## config.mk

```make
export PLATFORM = sky130hd
export DESIGN_NAME = instr_fetch
export DESIGN_NICKNAME = d
export VERILOG_FILES = /design/src/rtl/instr_fetch.sv
export SDC_FILE = /design/constraint.sdc
export NUM_CORES = 1
export LEC_CHECK = 0
export CAP_MARGIN = 25
export CORE_ASPECT_RATIO = 1.75
export CORE_UTILIZATION = 43
export DETAILED_ROUTE_END_ITERATION = 10
export GPL_ROUTABILITY_DRIVEN = 0
export MAX_ROUTING_LAYER = met4
export PLACE_DENSITY = 0.8
export SLEW_MARGIN = 5
export SYNTH_ARGS = -nofsm -noshare
export SYNTH_HDL_FRONTEND = slang
export SYNTH_SLANG_ARGS = --single-unit
```

## constraint.sdc

```tcl
create_clock -name clk -period 2.35 [get_ports clk]
set_clock_uncertainty 0.15 [all_clocks]
set_input_delay 0.47 -clock clk [delete_from_list [all_inputs] [get_ports clk]]
set_output_delay 0.47 -clock clk [all_outputs]
set_load 0.03 [all_outputs]
```

## src/rtl/instr_fetch.sv

```systemverilog
// Instruction fetch/sequence unit: fetches a 16-bit word at pc, presents decoded
// fields to the control unit, and advances pc when execution completes.
module instr_fetch #(
  parameter int                   PC_WIDTH = 8,
  parameter logic [PC_WIDTH-1:0]  RESET_PC = '0
) (
  input  logic                clk,
  input  logic                reset,
  input  logic                en,
  output logic                mem_req,
  output logic [PC_WIDTH-1:0] mem_addr,
  input  logic                mem_ack,
  input  logic [15:0]         mem_rdata,
  output logic [3:0]          OP,
  output logic                immed,
  output logic                flag,
  output logic [1:0]          rd,
  output logic [7:0]          operand,
  output logic                instr_valid,
  input  logic                exec_done,
  input  logic                pc_sel,
  input  logic [PC_WIDTH-1:0] branch_target,
  output logic [PC_WIDTH-1:0] pc,
  output logic [1:0]          state,
  output logic [15:0]         instr_count
);

  typedef enum logic [1:0] {
    IDLE    = 2'b00,
    FETCH   = 2'b01,
    DECODE  = 2'b10,
    EXECUTE = 2'b11
  } state_e;

  state_e              state_q, state_d;
  logic [15:0]         ir_q, ir_d;
  logic [PC_WIDTH-1:0] pc_q, pc_d;
  logic [15:0]         cnt_q, cnt_d;
  logic                fetch_done, retire;

  assign fetch_done = (state_q == FETCH) && mem_ack;
  assign retire     = (state_q == EXECUTE) && exec_done;

  // State register
  always_ff @(posedge clk or negedge reset) begin
    if (!reset) state_q <= IDLE;
    else        state_q <= state_d;
  end

  // Next-state logic
  always_comb begin
    state_d = state_q;
    unique case (state_q)
      IDLE:    if (en) state_d = FETCH;
      FETCH:   if (mem_ack) state_d = DECODE;
      DECODE:  state_d = EXECUTE;
      EXECUTE: if (exec_done) state_d = en ? FETCH : IDLE;
      default: state_d = IDLE;
    endcase
  end

  // Outputs are pure functions of state so reset clears them without a clock
  always_comb begin
    mem_req     = 1'b0;
    instr_valid = 1'b0;
    unique case (state_q)
      FETCH:           mem_req     = 1'b1;
      DECODE, EXECUTE: instr_valid = 1'b1;
      default: ;
    endcase
  end

  always_comb begin
    ir_d  = ir_q;
    pc_d  = pc_q;
    cnt_d = cnt_q;
    if (fetch_done) ir_d = mem_rdata;
    if (retire) begin
      pc_d  = pc_sel ? branch_target : pc_q + PC_WIDTH'(1);
      cnt_d = cnt_q + 16'd1;
    end
  end

  always_ff @(posedge clk or negedge reset) begin
    if (!reset) begin
      ir_q  <= 16'h0000;
      pc_q  <= RESET_PC;
      cnt_q <= 16'h0000;
    end else begin
      ir_q  <= ir_d;
      pc_q  <= pc_d;
      cnt_q <= cnt_d;
    end
  end

  assign OP          = ir_q[15:12];
  assign immed       = ir_q[11];
  assign flag        = ir_q[10];
  assign rd          = ir_q[9:8];
  assign operand     = ir_q[7:0];
  assign pc          = pc_q;
  assign mem_addr    = pc_q;
  assign state       = state_q;
  assign instr_count = cnt_q;

endmodule
```

==> impl_metrics.csv <==
group,metric,value,unit
route,finalWirelength,4.59,mm
timing,worst_slew_pin_slew,0.355,ns
yosys,synth_area_leaders,"dfrtp_1 (53%), mux2_2 (9.6%), xnor2_1 (6.1%)",
power,power_density,1280,mW/mm²
min_path,hp-class,"flop to flop",
cells_and_area,fillers,357,
cells_and_area,syn_to_final_growth,46.0,%
cells_and_area,multi_input_area,842,µm²
timing,rsz0062_at_grt,"false",
route,drt-vias-per-instance,5.17,
route,wl_per_cell,14.9,µm
grt,grt-ovfl-total,0,
route,vias,1592,
yosys,ys_ff_latch,42,
power,cellLeakagePower,1.24,nW
cts,cts.path.max_buffers,2,
floorplan,die_w,53.5,µm
cells_and_area,n_antenna_cell,0,
yosys,syn_inst,175,
power,ir_worst_vdd,0.972,mV
timing,min_period_over_period,94.7,%
timing,layout_setup_ws,0.124,ns
cts,cts_buffers,5,
cts,cts_sinks,42,
timing,setup_tns,0,ns
grt,grt_max_degree,19,
yosys,syn_area,0.00199,mm²
timing,setup_viol,0,
cts,cts_tree,"built",
status,outcome,"complete, no violations",
cts,path_clk_slew,0.08,ns
critical_path,arrival,1.61,ns
floorplan,die_h,92.1,µm
placement,dpl_cell_area,0.00283,mm²
critical_path,worstSetupPathType,"flop to output port",
yosys,yosysUniqueCellTypes,35,
timing,relSlewSlack,75.7,%
floorplan,ios,82,
yosys,syn_nets,211,
route,drtIter0Drc,16,
placement,dp_slack,0.203,ns
floorplan,core_area,0.00444,mm²
yosys,yosys.area.top_type_share,52.7,%
grt,grt_pass1_wl,7.65,mm
placement,dp_hpwl,3.45,mm
placement,io_buffers,81,
route,drt-pass1-iter-count,4,
timing,hold_violations,0,
cts,cts_max_level,2,
route,final_antenna_net_count,0,
cells_and_area,final_area,0.00291,mm²
yosys,synth_area_leader_cell,"dfrtp_1",
floorplan,dieArea,0.00492,mm²
timing,slew_violations,0,
critical_path,crit_fanout,4,
yosys,syn_avg_cell_area,11.4,µm²
floorplan,rows,32,
cells_and_area,fin_nets,293,
grt,grt_usage,21.9,%
grt,first_global_vias,1553,
critical_path,start_kind,"flop",
cts,clock_latency,0.29,ns
grt,antenna_found_initial,0,
flow_run,max-cap-violations,0,
yosys,seq_area_frac_synth,52.7,%
timing,clock.fmax,0.449,GHz
cells_and_area,seq_area,0.00105,mm²
floorplan,initial_core_util,44.9,%
critical_path,end_kind,"output port",
timing,min_period,2.23,ns
yosys,yosysWarningCount,0,
cells_and_area,final_layout_size_suffix_gt1_share,13.6,%
critical_path,critPathRequiredTime,1.73,ns
route,drc_errors,0,
cts,cts-root-buf,"clkbuf_8",
-- sequential cells by signal, indices dropped and copies added (netlist names) --
register     cells
instr_count     16
ir_q            16
mem_addr         8
state            2
-- power by group --
group          internal (mW)  switching, mW  leakage (nW)
logic                  0.922           1.14         0.675
clock network          0.200          0.240        0.0438
registers              0.983          0.244         0.522
total                   2.11           1.63          1.24
-- metrics by stage --
step | cells | hold slack (ns) | power (mW) | utilization [%]
after detailed placement | 300 | 0.263 | 3.33 | 63.6
after CTS | 308 | 0.327 | 3.77 | 65.5
after global placement | 300 | 0.253 | 3.28 | 63.6
after floorplan | 175 | 0.0244 | 2.50 | -
after global routing | 308 | 0.346 | 3.95 | 65.5
final | 308 | 0.322 | 3.73 | 65.5
-- repair_timing --
item | CTS | global route
buffers inserted | 0 | 0
endpoints found under the setup margin | 2 | 0
resized for setup | 2 | 0
hold buffers | 1 | 0
endpoints found under the hold margin | 15 | 0
-- worst max-delay path, cell delays in order, from the launching register on --
cell,delay [ns]
dfrtp_1,0.40
inv_1,0.10
ha_1,0.19
or2_2,0.27
dlygate4sd2_1,0.35
-- final timing paths --
path | start | end | slack [ns] | depth (start not counted)
hold reg to reg | instr_count[15]$_DFFE_PN0P_ | instr_count[15]$_DFFE_PN0P_ | 0.32 | 1
hold / removal | instr_count[15]$_DFFE_PN0P_ | instr_count[15]$_DFFE_PN0P_ | 0.32 | 1
max in group asynchronous | reset | mem_addr[3]$_DFFE_PN0P_ | 1.06 | 3
setup / recovery | state[0]$_DFFE_PN0P_ | instr_valid | 0.12 | 4
min in group asynchronous | reset | ir_q[1]$_DFFE_PN0P_ | 0.47 | 2
setup reg to reg | state[1]$_DFFE_PN0P_ | state[0]$_DFFE_PN0P_ | 0.60 | 6
-- synthesized netlist by cell type (all sizes together) --
master and n:
dfrtp 42, mux2 17, nand2 14, xnor2 14, nand3 13, buf 11, o21ai 9, a21oi 7
ha 6, nand4 6, inv 5, and3 4, nor2 4, and2 2, clkbuf 2, nor3 2
nor3b 2, or3 2, a2111oi 1, a2bb2oi 1, a311o 1, a31oi 1, and4 1, mux2i 1
nand2b 1, nor4 1, o211ai 1, o21bai 1, o221ai 1, or2 1, xor2 1
-- cells by family after synthesis --
| family | synth area share, % |
|---|---|
| compound gates | 6.90 |
| xor+xnor | 6.59 |
| fa+ha+maj | 3.76 |
| buf+inv | 5.08 |
| flops | 52.7 |
| mux | 10.1 |
| simple gates | 14.9 |
-- area by class of cell --
type | count | share of cell area [%]
timing repair buffer | 88 | 29.5
multi-input combinational | 115 | 28.9
clock buffer | 5 | 2.36
clock inverter | 2 | 0.344
sequential | 42 | 36.1
inverter | 5 | 0.644
tap | 51 | 2.19
-- per-layer routing --
| layer | GRT usage (%) | part of all wire [%] | up-vias |
|---|---|---|---|
| met5 | - | 0 | - |
| met1 | 24.3 | 39 | 773 |
| met2 | 37.2 | 57 | 38 |
| met4 | 8.77 | 1.9 | 0 |
| met3 | 3.98 | 2.7 | 7 |
| li1 | - | - | 774 |
-- cells in the final DEF, fill, tap and decap left out, drive strengths merged, types with 2 or more instances in the layout --
| master | n |
|---|---|
| clkdlybuf4s50 | 78 |
| dfrtp | 42 |
| mux2 | 17 |
| xnor2 | 14 |
| nand2 | 14 |
| nand3 | 13 |
| o21ai | 9 |
| a21oi | 7 |
| buf | 7 |
| nand4 | 6 |
| ha | 6 |
| inv | 5 |
| clkbuf | 5 |
| nor2 | 4 |
| and3 | 4 |
| or3 | 2 |
| and2 | 2 |
| nor3b | 2 |
| clkinv | 2 |
| dlygate4sd2 | 2 |
| nor3 | 2 |
Note: power is estimated with default switching activity, not from simulation.
